==> src/rtl/conv_chan_pkg.sv <==
// Shared types and helpers for the coded-symbol channel impairment block.
// Pure declarations: no latency, no flow control.
package conv_chan_pkg;

    typedef enum logic [1:0] {
        CH_OFF      = 2'd0,
        CH_PERIODIC = 2'd1,
        CH_BURST    = 2'd2,
        CH_RANDOM   = 2'd3
    } chan_mode_e;

    // Right-shift Galois form of x^32 + x^22 + x^2 + x + 1.
    localparam logic [31:0] LFSR_TAPS = 32'h8020_0003;

    // Counts set bits among the low w bits of v.
    function automatic int unsigned popcount(input logic [31:0] v, input int unsigned w);
        int unsigned n;
        n = 0;
        for (int unsigned i = 0; i < 32; i++) begin
            if (i < w && v[i]) n++;
        end
        return n;
    endfunction

endpackage

==> src/rtl/chan_lfsr32.sv <==
// 32-bit Galois LFSR that steps once per enabled cycle; state is visible directly.
// Zero latency on the state output, no flow control.
module chan_lfsr32
    import conv_chan_pkg::*;
#(
    parameter logic [31:0] SEED = 32'hACE1_0001
) (
    input  logic        clk,
    input  logic        rst,
    input  logic        adv,
    output logic [31:0] state
);

    always_ff @(posedge clk or negedge rst) begin
        if (!rst) begin
            state <= SEED;
        end else if (adv) begin
            state <= {1'b0, state[31:1]} ^ (state[0] ? LFSR_TAPS : 32'h0);
        end
    end

endmodule

==> src/rtl/conv_chan_injector.sv <==
// Corrupts coded symbols with an off/periodic/burst/random XOR mask and counts injected errors.
// One cycle latency, no backpressure: every valid_i symbol appears on valid_o the next cycle.
module conv_chan_injector
    import conv_chan_pkg::*;
#(
    parameter int          W         = 2,
    parameter int          CNT_W     = 16,
    parameter logic [31:0] LFSR_SEED = 32'hACE1_0001
) (
    input  logic             clk,
    input  logic             rst,
    input  logic [1:0]       cfg_mode_i,
    input  logic [CNT_W-1:0] cfg_period_i,
    input  logic [CNT_W-1:0] cfg_burst_i,
    input  logic [W-1:0]     cfg_mask_i,
    input  logic [7:0]       cfg_rate_i,
    input  logic             cfg_rand_mask_i,
    input  logic             clr_i,
    input  logic             valid_i,
    input  logic [W-1:0]     sym_i,
    output logic             valid_o,
    output logic [W-1:0]     sym_o,
    output logic             err_o,
    output logic [CNT_W-1:0] sym_err_ct_o,
    output logic [CNT_W-1:0] bit_err_ct_o
);

    logic [31:0]      lfsr;
    chan_mode_e       mode_in;
    chan_mode_e       mode_q;
    logic [CNT_W-1:0] sym_idx;
    logic [CNT_W-1:0] per;
    logic [CNT_W-1:0] eff_idx;
    logic [CNT_W:0]   idx_inc;
    logic [CNT_W-1:0] next_idx;
    logic [W-1:0]     emask;
    logic             err;
    logic [CNT_W:0]   bit_sum;
    logic             unused_lfsr_hi;

    chan_lfsr32 #(.SEED(LFSR_SEED)) u_lfsr (
        .clk   (clk),
        .rst   (rst),
        .adv   (valid_i),
        .state (lfsr)
    );

    assign unused_lfsr_hi = ^lfsr[31:8+W];

    assign mode_in = chan_mode_e'(cfg_mode_i);
    assign per     = (cfg_period_i == '0) ? CNT_W'(1) : cfg_period_i;

    // A mode switch restarts the pattern; a shrunken period that strands the index does too.
    assign eff_idx  = (mode_in != mode_q || sym_idx >= per) ? '0 : sym_idx;
    assign idx_inc  = {1'b0, eff_idx} + (CNT_W+1)'(1);
    assign next_idx = (idx_inc >= {1'b0, per}) ? '0 : idx_inc[CNT_W-1:0];

    always_comb begin
        emask = '0;
        case (mode_in)
            CH_PERIODIC: if (eff_idx == '0)        emask = cfg_mask_i;
            CH_BURST:    if (eff_idx < cfg_burst_i) emask = cfg_mask_i;
            CH_RANDOM: begin
                if (lfsr[7:0] < cfg_rate_i)
                    emask = cfg_rand_mask_i ? lfsr[8 +: W] : cfg_mask_i;
            end
            default:     emask = '0;
        endcase
    end

    assign err     = |emask;
    assign bit_sum = {1'b0, bit_err_ct_o} + (CNT_W+1)'(popcount(32'(emask), W));

    always_ff @(posedge clk or negedge rst) begin
        if (!rst) begin
            valid_o      <= 1'b0;
            sym_o        <= '0;
            err_o        <= 1'b0;
            sym_err_ct_o <= '0;
            bit_err_ct_o <= '0;
            sym_idx      <= '0;
            mode_q       <= CH_OFF;
        end else begin
            if (valid_i) begin
                valid_o <= 1'b1;
                sym_o   <= sym_i ^ emask;
                err_o   <= err;
                mode_q  <= mode_in;
                sym_idx <= next_idx;
                if (err) begin
                    if (sym_err_ct_o != '1) sym_err_ct_o <= sym_err_ct_o + CNT_W'(1);
                    bit_err_ct_o <= bit_sum[CNT_W] ? '1 : bit_sum[CNT_W-1:0];
                end
            end else begin
                valid_o <= 1'b0;
                err_o   <= 1'b0;
            end
            // Clear overrides any count or index update from the same cycle.
            if (clr_i) begin
                sym_err_ct_o <= '0;
                bit_err_ct_o <= '0;
                sym_idx      <= '0;
            end
        end
    end

endmodule

==> config.mk <==
export PLATFORM = sky130hd
export DESIGN_NAME = conv_chan_injector
export DESIGN_NICKNAME = d
export VERILOG_FILES = /design/src/rtl/conv_chan_pkg.sv /design/src/rtl/chan_lfsr32.sv /design/src/rtl/conv_chan_injector.sv
export SDC_FILE = /design/constraint.sdc
export NUM_CORES = 1
export LEC_CHECK = 0
export ABC_AREA = 1
export CAP_MARGIN = 20
export CORE_MARGIN = 1.5
export CORE_UTILIZATION = 38
export CTS_BUF_LIST = sky130_fd_sc_hd__clkbuf_4 sky130_fd_sc_hd__clkbuf_8 sky130_fd_sc_hd__clkbuf_16
export DETAILED_ROUTE_END_ITERATION = 16
export PLACE_DENSITY = 0.66
export SYNTH_ARGS = -nofsm -noshare
export SYNTH_HDL_FRONTEND = slang
export SYNTH_SLANG_ARGS = --single-unit
==> constraint.sdc <==
create_clock -name clk -period 10 [get_ports clk]
set_input_delay 2 -clock clk [delete_from_list [all_inputs] [get_ports clk]]
set_output_delay 2 -clock clk [all_outputs]
set_load 0.005 [all_outputs]
# ---- Yosys cells after proc, flatten, opt, wreduce, memory -nomap -nowiden
# Index checks and enable logic that the tools add are counted.
dict set report totals {
  reg_bits 86
  in_bits 51
  out_inout_bits 36
  elab_cells 55
}
dict set report op_classes {
  n_addsub 4
  magnitude_cmp 4
  n_eq_ne 5
  mux 23
  bitwise_logic 2
  reduce_logical 9
}
# cell count
set op_table {}
lappend op_table {{$mux 16} 13}
lappend op_table {{$logic_not 16->1} 2}
lappend op_table {{$mux 32} 1}
lappend op_table {{$xor 31x32->32} 1}
lappend op_table {{$add 16x1->17 const B} 1}
lappend op_table {{$add 16x17->17} 1}
lappend op_table {{$ge 17x16->1} 1}
lappend op_table {{$mux 17} 1}
lappend op_table {{$add 16x1->16 const B} 1}
lappend op_table {{$ge 16x16->1} 1}
lappend op_table {{$lt 16x16->1} 1}
lappend op_table {{$ne 16x16->1 const B} 1}
lappend op_table {{$lt 8x8->1} 1}
lappend op_table {{$mux 2} 4}
lappend op_table {{$pmux 2 s3} 1}
lappend op_table {{$reduce_bool 2->1} 3}
lappend op_table {{$eq 2x2->1 const B} 2}
lappend op_table {{$mux 1} 3}
lappend op_table {{$reduce_and 3->1} 1}
lappend op_table {{$add 1x1->2 const B} 1}
lappend op_table {{$eq 2x1->1 const B} 1}
lappend op_table {{$ne 2x2->1} 1}
lappend op_table {{$reduce_and 2->1} 1}
lappend op_table {{$reduce_or 2->1} 1}
lappend op_table {{2 further kinds} 2}

# ---- Logic depth before layout (Yosys ltp)
# Gate-level depths: netlist of the first run.
dict set report logic_depth {
  depth_word 16
  mapped_depth 40
  ltp_nobuf 39
}

# ---- Cells and area by module
# Synthesis of the first run repeated with hierarchy kept, for this count alone.
dict set report unflattened {
  cells_unflattened 774
  hier_area_um2 5945.7
}
# module instances cells_each area_each_um2 seq_area_each_um2
set by_module_without_submodules {}
lappend by_module_without_submodules {conv_chan_injector 1 633 4685.7 1351.3}
lappend by_module_without_submodules {chan_lfsr32 1 141 1260.0 812.0}

# ---- Least setup slack after synthesis of the first run
# Ideal clock, no wire load.
dict set report synth_timing {
  kind {input to register}
  from {input cfg_period_i[8]}
  to {register bit_err_ct_o[11]}
  setup_ns 0.083
  arrival_ns 6.696
  t_required_ns 9.917
  path_slack_ns 3.221
  path_stages 36
  path_buffers 3
  path_cell_list {nor4_1 > a41o_1 > ha_1 > nand2_1 > nor2_1 > nor2_1 > nand2_1 > nand2_1 > nand2_1 > nand2_1 > nand2_4 > buf_6 > nor2_1 > ha_1 > a21oi_1 > nand3b_1 > a21oi_1 > a2111oi_0 > nand2_1 > nand2_1 > nand2_1 > nand2_1 > ha_1 > ha_1 > inv_1 > fa_1 > nor2_1 > inv_1 > nor2_1 > nand2_1 > nor2_1 > and2_1 > clkbuf_1 > clkbuf_1 > nor2_1 > o22ai_1}
}
dict set report synth_between {
  elab_chain_len 16
  word_cells_on_any_way 21
  cone_classes {add/sub: 2; order compare: 2; mux: 11; reduce/logical: 6}
}
# element line
set synth_rtl {}
lappend synth_rtl {{start, declared} conv_chan_injector.sv:13} ;# input logic [CNT_W-1:0] cfg_period_i,
lappend synth_rtl {{$logic_not 16->1} conv_chan_injector.sv:51} ;# assign per = (cfg_period_i == '0) ? CNT_W'(1) : cfg_period_i;
lappend synth_rtl {{$mux 16 (*)} conv_chan_injector.sv:51}
lappend synth_rtl {{$ge 16x16->1 (*)} conv_chan_injector.sv:54} ;# assign eff_idx = (mode_in != mode_q || sym_idx >= per) ? '0 : sym_idx;
lappend synth_rtl {{$logic_or 1x1->1 (*)} conv_chan_injector.sv:54}
lappend synth_rtl {{$mux 16 (*)} conv_chan_injector.sv:54}
lappend synth_rtl {{$lt 16x16->1 or $logic_not 16->1 (tied branches)} {conv_chan_injector.sv:62, conv_chan_injector.sv:61}}
lappend synth_rtl {{$mux 2 (on tied branches)} {conv_chan_injector.sv:62, conv_chan_injector.sv:61}}
lappend synth_rtl {{$pmux 2 s3 (*)} conv_chan_injector.sv:60} ;# case (mode_in)
lappend synth_rtl {{$mux 1} conv_chan_pkg.sv:20} ;# if (i < w && v[i]) n++;
lappend synth_rtl {{$add 1x1->2} conv_chan_pkg.sv:20}
lappend synth_rtl {{$mux 17} conv_chan_pkg.sv:20}
lappend synth_rtl {{$add 16x17->17} conv_chan_injector.sv:72} ;# assign bit_sum = {1'b0, bit_err_ct_o} + (CNT_W+1)'(popcount(32'(emask), W));
lappend synth_rtl {{$mux 16} conv_chan_injector.sv:92} ;# bit_err_ct_o <= bit_sum[CNT_W] ? '1 : bit_sum[CNT_W-1:0];
lappend synth_rtl {{$mux 16} conv_chan_injector.sv:90} ;# if (err) begin
lappend synth_rtl {{$mux 16} conv_chan_injector.sv:84} ;# if (valid_i) begin
lappend synth_rtl {{$mux 16} conv_chan_injector.sv:99} ;# if (clr_i) begin
lappend synth_rtl {{end signal, assigned} conv_chan_injector.sv:92}
lappend synth_rtl {{end, declared} conv_chan_injector.sv:25} ;# output logic [CNT_W-1:0] bit_err_ct_o
# Mark *: on every way between the ends. The rest lies on a longest branch, timed or not. The select of a mux whose other input is x is not followed.
# A chain may end at the register's enable or synchronous reset.

# ---- Worst setup path after layout of the first run
dict set report layout_timing {
  from {input cfg_period_i[12]}
  to {register bit_err_ct_o[8]}
}
# The elaborated chain is that of the path after synthesis.

==> impl_metrics.py, run 1 <==
metrics = {
    "outcome": {
        "status": "complete, no violations",
    },
    "floorplanning": {
        "die_area_um2": 16350,
        "die_h_um": 127.9,
        "ioPinCount": 87,
        "rows": 45,
        "die_x_um": 127.9,
        "core_um2": 15200,
        "start_util_pct": 38.97,
    },
    "grt": {
        "use_met1_pct": 25.50,
        "grt.busiest_layer": "met2",
        "first_global_vias": 4941,
        "grt_first_pass_wirelength_mm": 24.06,
        "grt_max_degree": 74,
        "grt_usage_pct": 18.46,
        "overflow": 0,
        "grtUsageMet3_pct": 3.214,
        "grt_antenna_before_repair": 0,
        "use_met2_pct": 29.92,
    },
    "synthesis": {
        "synth_largest_area_cell": "dfrtp_1",
        "synth_most_common_cell": "nand2_1",
        "synth_cell_types": 42,
        "avgSynthCellArea_um2": 7.537,
        "synth-edff-count": 0,
        "synth_fp_nets": 899,
        "syn-instance-count": 786,
        "syn_area_um2": 5924,
        "synth_ff_type": "dfrtp_1",
        "yosysTopAreaCellShare_pct": 32.52,
        "async_flop_share_pct": 100.0,
        "yosysSeqAreaShare_pct": 36.52,
        "ys_seq_elements": 86,
        "synth.area.top_cells": "dfrtp_1, nand2_1, ha_1",
        "synthTopCellsByCount": "nand2_1, inv_1, dfrtp_1",
        "ys_warn_count": 0,
    },
    "power_and_ir_drop": {
        "total_leakage_power_nw": 3.692,
        "p_total_w": 0.0008908,
        "power.density_nw_per_um2": 122.8,
        "vdd_drop_max_v": 0.00006753,
    },
    "routing": {
        "finalWirelength_mm": 14.57,
        "drc": 0,
        "ant_nets": 0,
        "via_count": 5212,
        "drt_iter0_drc": 284,
        "firstDrtPassIters": 5,
        "wl_per_cell_um": 13.69,
        "via_per_inst": 4.898,
    },
    "sta": {
        "finalHoldViolations": 0,
        "drv_slew": 0,
        "max_slew_margin_pct": 37.52,
        "fin_crit_ns": 7.942,
        "finalCritPeriodShare_pct": 79.42,
        "tns_ns": 0,
        "rsz0062_at_grt": "false",
        "fin_skew_ns": 0.007713,
        "tightestPinTransition_ns": 0.9372,
        "setup_viol": 0,
        "fmax_mhz": 125.9,
    },
    "clocking": {
        "cts_resized": 0,
        "clk_pin_slew_ns": 0.07,
        "htreeDepth": 3,
        "cts.sinks": 86,
        "post-cts-setup-buffers": 0,
        "clockBufferDepth": 2,
        "ctsHoldBuffers": 0,
        "root_buffer": "clkbuf_16",
        "cts_tree": "built",
        "cts_buffers": 9,
        "clk_latency_ns": 0.35,
    },
    "placement": {
        "io_buffer_count": 86,
        "gp_congestion": 0.9014,
        "dpl.hpwl_mm": 11.14,
    },
    "critical_path": {
        "crit_path_start_kind": "primary input",
        "cp_num_buf_inv": 5,
        "crit_family": "simple AND/OR/NAND/NOR gates",
        "cp_slowest_cell": "nor4_1",
        "crit_fanout": 15,
        "end_kind": "register",
        "critPathMaxStageDelay_ns": 0.72,
        "path_class": "in -> reg",
        "required_ns": 10.26,
        "critPathMostFrequentCell": "nand2_1",
        "arrival_ns": 8.20,
        "r2r_setup_slack_ns": 4.47,
        "crit_cells": 35,
        "rr_worst_depth": 30,
    },
    "worst_hold_path": {
        "hold_depth": 2,
        "min_path_type": "reg -> reg",
    },
    "finish": {
        "multi_input_area_um2": 3174,
        "nNetsFinal": 984,
        "seqCellArea_um2": 2163,
        "area_delta_synth_final_pct": 22.43,
        "n_fill_cell": 1514,
        "layout-drive-gt1-share_pct": 6.393,
        "diodes": 0,
    },
    "run": {
        "maxCapViolations": 0,
    },
}
## registers in the layout (all words and copies together) (netlist names)
| name | flops |
|---|---|
| sym_o | 2 |
| valid_o | 1 |
| sym_err_ct_o | 16 |
| bit_err_ct_o | 16 |
| err_o | 1 |
| u_lfsr.state | 32 |
| sym_idx | 16 |
| mode_q | 2 |
## cells in the final DEF (no fill, tap or decap), types with 10 or more instances in the layout
master	n
clkdlybuf4s50_1	85
a21oi_1	38
nor2_1	67
inv_1	133
nand2_1	208
xor2_1	19
nand3_1	35
nand4_1	11
ha_1	61
nor4_1	10
o22ai_1	15
dfrtp_1	77
o21ai_0	29
## layer usage
| layer | routed length (um) | up-vias |
|---|---|---|
| li1 | - | 2692 |
| met1 | 7191 | 2389 |
| met2 | 6502 | 117 |
| met3 | 665 | 14 |
| met4 | 211 | 0 |
| met5 | 0 | - |
## worst paths after layout
path,end,from
min in group asynchronous,sym_idx[14]$_DFFE_PN0P_,rst
worst max register to register,bit_err_ct_o[8]$_DFFE_PN0P_,sym_idx[15]$_DFFE_PN0P_
max in group asynchronous,sym_idx[15]$_DFFE_PN0P_,rst
worst min-delay path,u_lfsr.state[26]$_DFFE_PN1P_,u_lfsr.state[27]$_DFFE_PN1P_
worst min register to register,u_lfsr.state[26]$_DFFE_PN1P_,u_lfsr.state[27]$_DFFE_PN1P_
worst max-delay path,bit_err_ct_o[8]$_DFFE_PN0P_,cfg_period_i[12]
## stage by stage
step                instances  util [%]  setup slack, ns  instance area [um^2]  hold slack, ns
finish                   1064     47.71            2.058                  7253          0.4625
global route             1064     47.71            1.522                  7253          0.4736
CTS                      1063     47.64            2.038                  7242          0.4635
detailed placement       1047     45.81            1.683                  6964          0.4534
global placement         1047     45.81            1.833                  6964          0.4521
floorplan                 786         -            3.221                  5924          0.4422
## final cells by class
cell class	count	area share [%]
Multi-Input combinational cell	548	43.76
Sequential cell	86	29.83
Timing Repair Buffer	90	12.30
Inverter	136	7.038
Tap cell	188	3.243
Clock buffer	10	3.209
Clock inverter	6	0.6210
## worst reg2reg max path: cells and delay by family, from the launching register on
| family | cells | cell delay, ns |
|---|---|---|
| fa+ha+maj | 5 | 1.30 |
| flops | 1 | 0.43 |
| buf+inv | 5 | 0.41 |
| compound gates | 4 | 0.88 |
| simple gates | 16 | 2.38 |
## power breakdown
| group | internal, W | leakage (nW) | switching [W] |
|---|---|---|---|
| clock network | 0.000173 | 0.129 | 0.000148 |
| logic | 0.0000674 | 2.42 | 0.0000823 |
| registers | 0.000395 | 1.14 | 0.0000259 |
| total | 0.000635 | 3.69 | 0.000256 |
## cell families after synthesis
logic type / count (synthesis) / synth area share, %
compound gates: 98 / 9.293
xor+xnor: 25 / 3.823
fa+ha+maj: 62 / 13.22
buf+inv: 152 / 9.905
flops: 86 / 36.52
simple gates: 363 / 27.24
(Power assumes the default switching activity.)
==> inputs of run 2 (changes only) <==
==> constraint.sdc (replaced) <==
create_clock -name clk -period 7.8 [get_ports clk]
set_input_delay 1.56 -clock clk [delete_from_list [all_inputs] [get_ports clk]]
set_output_delay 1.56 -clock clk [all_outputs]
set_load 0.005 [all_outputs]
==> run 2 against run 1 <==
Sequential share of layout area is 0.33 points lower. Worst hold slack better by 0.0019 ns. Combinational power is 29% higher. Global-route usage is 0.13 points higher. Clock power is 46% higher. Setup slack worse by 1.4 ns. Sequential power is 28% higher. Power is 35% higher. Critical path type unchanged. Critical path depth stayed put. Clock-buffer cell count is 1 higher.
==> impl_metrics.py, run 2 (synthesis gave the netlist of run 1 again) <==
metrics = {
    "power_and_ir_drop": {
        "power.density_nw_per_um2": 163.8,
        "total_leakage_power_nw": 3.741,
        "vdd_drop_max_v": 0.00009561,
    },
    "worst_hold_path": {
        "min_path_type": "reg -> reg",
        "hold_depth": 2,
        "hold_start": "u_lfsr.state[27]$_DFFE_PN1P_",
        "min_to": "u_lfsr.state[27]$_DFFE_PN1P_",
    },
    "critical_path": {
        "crit_path_start_kind": "primary input",
        "timing.rr.end": "bit_err_ct_o[3]$_DFFE_PN0P_",
        "end_kind": "register",
        "rr_worst_depth": 30,
        "crit_start": "cfg_period_i[12]",
        "crit_fanout": 14,
        "critPathMostFrequentCell": "nand2_1",
        "path_class": "in -> reg",
        "cp_slowest_cell": "nor4_2",
        "arrival_ns": 7.37,
        "required_ns": 8.05,
        "critPathMaxStageDelay_ns": 0.50,
        "r2r_start": "sym_idx[13]$_DFFE_PN0P_",
        "r2r_setup_slack_ns": 2.38,
    },
    "grt": {
        "overflow": 0,
        "first_global_vias": 4828,
        "grt_first_pass_wirelength_mm": 24.07,
        "grt.busiest_layer": "met2",
        "grt_max_degree": 74,
        "use_met2_pct": 29.41,
        "use_met1_pct": 25.95,
        "grt_antenna_before_repair": 0,
        "grtUsageMet3_pct": 3.214,
        "grt_usage_pct": 18.59,
    },
    "clocking": {
        "cts_tree": "built",
        "htreeDepth": 3,
        "clockBufferDepth": 2,
        "root_buffer": "clkbuf_16",
        "clk_pin_slew_ns": 0.06,
        "cts.sinks": 86,
        "clk_latency_ns": 0.34,
        "cts_buffers": 9,
    },
    "floorplanning": {
        "start_util_pct": 38.97,
        "die_area_um2": 16350,
        "rows": 45,
        "ioPinCount": 87,
        "core_um2": 15200,
        "die_x_um": 127.9,
        "die_h_um": 127.9,
    },
    "placement": {
        "dp_worst_setup_slack_ns": 0.06575,
        "io_buffer_count": 86,
        "gp_congestion": 0.9129,
        "dpl.hpwl_mm": 11.21,
    },
    "finish": {
        "layout-drive-gt1-share_pct": 6.940,
        "nNetsFinal": 987,
        "final_common_cell": "nand2_1",
        "mostFrequentLayoutCells": "nand2_1, inv_1, clkdlybuf4s50_1",
        "area_delta_synth_final_pct": 23.78,
        "diodes": 0,
        "largest_register_ffs": 32,
        "largest-register": "u_lfsr.state",
        "fin_util_pct": 48.24,
    },
    "sta": {
        "setup_viol": 0,
        "worst_slack_ns": 0.6823,
        "hold_ws_ns": 0.4644,
        "max_slew_margin_pct": 40.02,
        "drv_slew": 0,
        "finalHoldViolations": 0,
        "fin_skew_ns": 0.008369,
        "finalCritPeriodShare_pct": 91.25,
        "fmax_mhz": 140.5,
        "tns_ns": 0,
        "rsz0062_at_grt": "false",
        "fin_crit_ns": 7.118,
        "tightestPinTransition_ns": 0.8998,
    },
    "routing": {
        "ant_nets": 0,
        "via_count": 5196,
        "drc": 0,
        "drt_iter0_drc": 303,
        "wl_per_cell_um": 13.55,
        "via_per_inst": 4.870,
        "finalWirelength_mm": 14.46,
        "firstDrtPassIters": 5,
    },
    "outcome": {
        "status": "complete, no violations",
    },
    "run": {
        "maxCapViolations": 0,
    },
}
## run 2: how the worst max path moves through the flow
| stage | endpoint | slack (ns) | cells after the start |
|---|---|---|---|
| after floorplan | bit_err_ct_o[11]$_DFFE_PN0P_ | 1.46 | 36 |
| after global placement | bit_err_ct_o[13]$_DFFE_PN0P_ | 0.20 | 35 |
| after detailed placement | bit_err_ct_o[3]$_DFFE_PN0P_ | 0.07 | 35 |
| after CTS | bit_err_ct_o[3]$_DFFE_PN0P_ | 0.41 | 35 |
| after global routing | bit_err_ct_o[3]$_DFFE_PN0P_ | 0.04 | 35 |
| final | bit_err_ct_o[3]$_DFFE_PN0P_ | 0.68 | 35 |
## run 2: worst max-delay path, delay by kind of cell
| family | cells | cell delay [ns] |
|---|---|---|
| AND/OR/NAND/NOR | 21 | 2.84 |
| adder cells (fa/ha/maj) | 5 | 1.22 |
| AO/OA/AOI/OAI | 5 | 0.98 |
| buffers and inverters | 4 | 0.76 |
## run 2: cell type report
cell class / count / area [um^2]
fill: 1472 / 7869
multi-input combinational: 548 / 3187
sequential: 86 / 2163
timing repair buffer: 93 / 914.6
inverter: 136 / 510.5
clock buffer: 11 / 240.2
tap: 188 / 235.2
clock inverter: 5 / 82.58
## run 2: stage by stage
stage | instance area [um^2] | power [W] | cells
floorplan | 5924 | 0.0006561 | 786
global placement | 6987 | 0.0007368 | 1050
detailed placement | 6998 | 0.0007419 | 1051
CTS | 7321 | 0.001217 | 1067
global route | 7333 | 0.001272 | 1067
finish | 7333 | 0.001201 | 1067
## run 2: routing by layer
metal | vias up | wire length [um]
met1 | 2374 | 6937
met3 | 17 | 682
met4 | 0 | 232
li1 | 2696 | -
met2 | 109 | 6603
met5 | - | 0
## run 2: where the power goes
group	leakage, nW	switching, W	internal [W]
logic	2.44	0.000106	0.0000869
registers	1.14	0.0000336	0.000506
clock network	0.161	0.000179	0.000289
total	3.74	0.000319	0.000882
## run 2: timing repair
action / CTS / global route
hold buffers: 0 / 0
gates resized for setup: 0 / 2
endpoints found under the setup margin: 0 / 13
setup buffers: 0 / 0
==> inputs of run 3 (changes only) <==
==> constraint.sdc (replaced) <==
create_clock -name clk -period 8.1 [get_ports clk]
set_input_delay 1.62 -clock clk [delete_from_list [all_inputs] [get_ports clk]]
set_output_delay 1.62 -clock clk [all_outputs]
set_load 0.005 [all_outputs]
==> run 3 against run 2 <==
Clock power is 6.6% lower. Sequential share of layout area is 0.17 points higher. Non-clock buffer count is 3 lower. Flip-flop and latch count stayed put. Die area stayed put. Largest cell class unchanged. Power is 4.8% lower. Cell count is 0.28% lower. Final area is 0.56% lower. Worst hold slack hardly changed. Largest power group unchanged.
==> impl_metrics.py, run 3 (synthesis gave the netlist of run 1 again) <==
metrics = {
    "outcome": {
        "status": "complete, no violations",
    },
    "finish": {
        "nNetsFinal": 984,
        "final_common_cell": "nand2_1",
        "layout-drive-gt1-share_pct": 6.393,
        "mostFrequentLayoutCells": "nand2_1, inv_1, clkdlybuf4s50_1",
        "n_fill_cell": 1496,
        "multi_input_area_um2": 3174,
        "largest-register": "u_lfsr.state",
        "design_area_um2": 7292,
        "diodes": 0,
        "area_delta_synth_final_pct": 23.08,
        "largest_register_ffs": 32,
        "seqCellArea_um2": 2163,
    },
    "routing": {
        "via_count": 5186,
        "drt_iter0_drc": 316,
        "ant_nets": 0,
        "finalWirelength_mm": 14.68,
        "firstDrtPassIters": 4,
        "wl_per_cell_um": 13.80,
        "via_per_inst": 4.874,
        "drc": 0,
    },
    "floorplanning": {
        "die_area_um2": 16350,
        "ioPinCount": 87,
        "start_util_pct": 38.97,
        "core_um2": 15200,
        "die_x_um": 127.9,
        "die_h_um": 127.9,
        "rows": 45,
    },
    "grt": {
        "overflow": 0,
        "first_global_vias": 4894,
        "grt_max_degree": 74,
        "grt_usage_pct": 18.45,
        "grt_antenna_before_repair": 0,
        "grt_first_pass_wirelength_mm": 23.79,
    },
    "clocking": {
        "clockBufferDepth": 2,
        "htreeDepth": 3,
        "cts.sinks": 86,
        "cts_buffers": 9,
        "cts_resized": 0,
        "clk_latency_ns": 0.35,
        "cts_tree": "built",
        "clk_pin_slew_ns": 0.07,
        "root_buffer": "clkbuf_16",
        "ctsHoldBuffers": 0,
        "post-cts-setup-buffers": 0,
    },
    "power_and_ir_drop": {
        "pwr-share-clk_pct": 38.2,
        "p_seq_share_pct": 45.5,
        "p_int_w": 0.0008295,
        "vdd_drop_max_v": 0.0001096,
        "switching_power_w": 0.0003136,
        "power.density_nw_per_um2": 156.8,
        "p_comb_share_pct": 16.3,
        "p_total_w": 0.001143,
        "p_sw_share_pct": 27.44,
        "total_leakage_power_nw": 3.715,
    },
    "placement": {
        "dpl.hpwl_mm": 11.18,
        "place_area_um2": 6964,
        "io_buffer_count": 86,
        "gp_congestion": 0.9090,
    },
    "sta": {
        "tightestPinTransition_ns": 0.9153,
        "drv_slew": 0,
        "setup_viol": 0,
        "tns_ns": 0,
        "rsz0062_at_grt": "false",
        "max_slew_margin_pct": 38.98,
        "finalCritPeriodShare_pct": 93.24,
        "fmax_mhz": 132.4,
        "fin_crit_ns": 7.553,
        "finalHoldViolations": 0,
        "fin_skew_ns": 0.007156,
    },
    "critical_path": {
        "crit_path_start_kind": "primary input",
        "critPathMostFrequentCell": "nand2_1",
        "crit_fanout": 15,
        "required_ns": 8.36,
        "crit_family": "simple AND/OR/NAND/NOR gates",
        "arrival_ns": 7.81,
        "critPathMaxStageDelay_ns": 0.69,
        "end_kind": "register",
        "cp_num_buf_inv": 5,
        "cp_slowest_cell": "nor4_1",
        "path_class": "in -> reg",
    },
    "worst_hold_path": {
        "min_path_type": "reg -> reg",
    },
    "run": {
        "maxCapViolations": 0,
    },
}
[run 3: cell count changes in the layout (fill, tap and decap cells not counted), sizes merged]
| cell | delta |
|---|---|
| clkinvlp | +1 |
| buf | -3 |
| bufinv | -1 |
| clkinv | -1 |
| inv | +1 |
[run 3: final cells by class]
class	count	share of cell area, %
flip-flops and latches	86	29.67
repair buffers	90	12.23
multi-input cells	548	43.53
well taps	188	3.226
inverters	136	7.001
clock buffers	11	3.466
clock inverters	5	0.8751
[run 3: final timing paths]
check                                              from                            to  slack (ns)  depth (start not counted)
min in group asynchronous                           rst       sym_idx[14]$_DFFE_PN0P_        1.12                          1
setup / recovery                       cfg_period_i[12]   bit_err_ct_o[8]$_DFFE_PN0P_        0.55                         35
hold / removal             u_lfsr.state[27]$_DFFE_PN1P_  u_lfsr.state[26]$_DFFE_PN1P_        0.46                          2
hold reg to reg            u_lfsr.state[27]$_DFFE_PN1P_  u_lfsr.state[26]$_DFFE_PN1P_        0.46                          2
setup reg to reg                sym_idx[15]$_DFFE_PN0P_   bit_err_ct_o[8]$_DFFE_PN0P_        2.54                         30
max in group asynchronous                           rst        sym_idx[3]$_DFFE_PN0P_        5.81                          2
[run 3: routing by layer]
metal	routed length, um	track usage, %
met5	0	0
met4	267	6.874
met3	607	2.838
met2	6646	29.51
met1	7156	25.28
[run 3: metrics by stage]
step | hold WS [ns] | util [%] | setup slack [ns] | cells
finish | 0.4639 | 47.97 | 0.5474 | 1064
detailed placement | 0.4538 | 45.81 | 0.1616 | 1047
global placement | 0.4520 | 45.81 | 0.2946 | 1047
floorplan | 0.4422 | - | 1.701 | 786
global route | 0.4720 | 47.97 | 0.04393 | 1064
CTS | 0.4640 | 47.89 | 0.5305 | 1063
[run 3: tightest hold or removal path, stage by stage (launching register included)]
cell	delay (ns)
dfstp_2	0.37
nand2_1	0.05
nand2_1	0.05
[run 3: power groups by stage]
stage / logic (W) / registers [W] / clock network (W)
after floorplan: 0.000113 / 0.000519 / 0
after global placement: 0.000183 / 0.000527 / 0
after detailed placement: 0.000187 / 0.000527 / 0
after CTS: 0.000189 / 0.000520 / 0.000448
after global routing: 0.000215 / 0.000526 / 0.000470
final: 0.000186 / 0.000520 / 0.000437
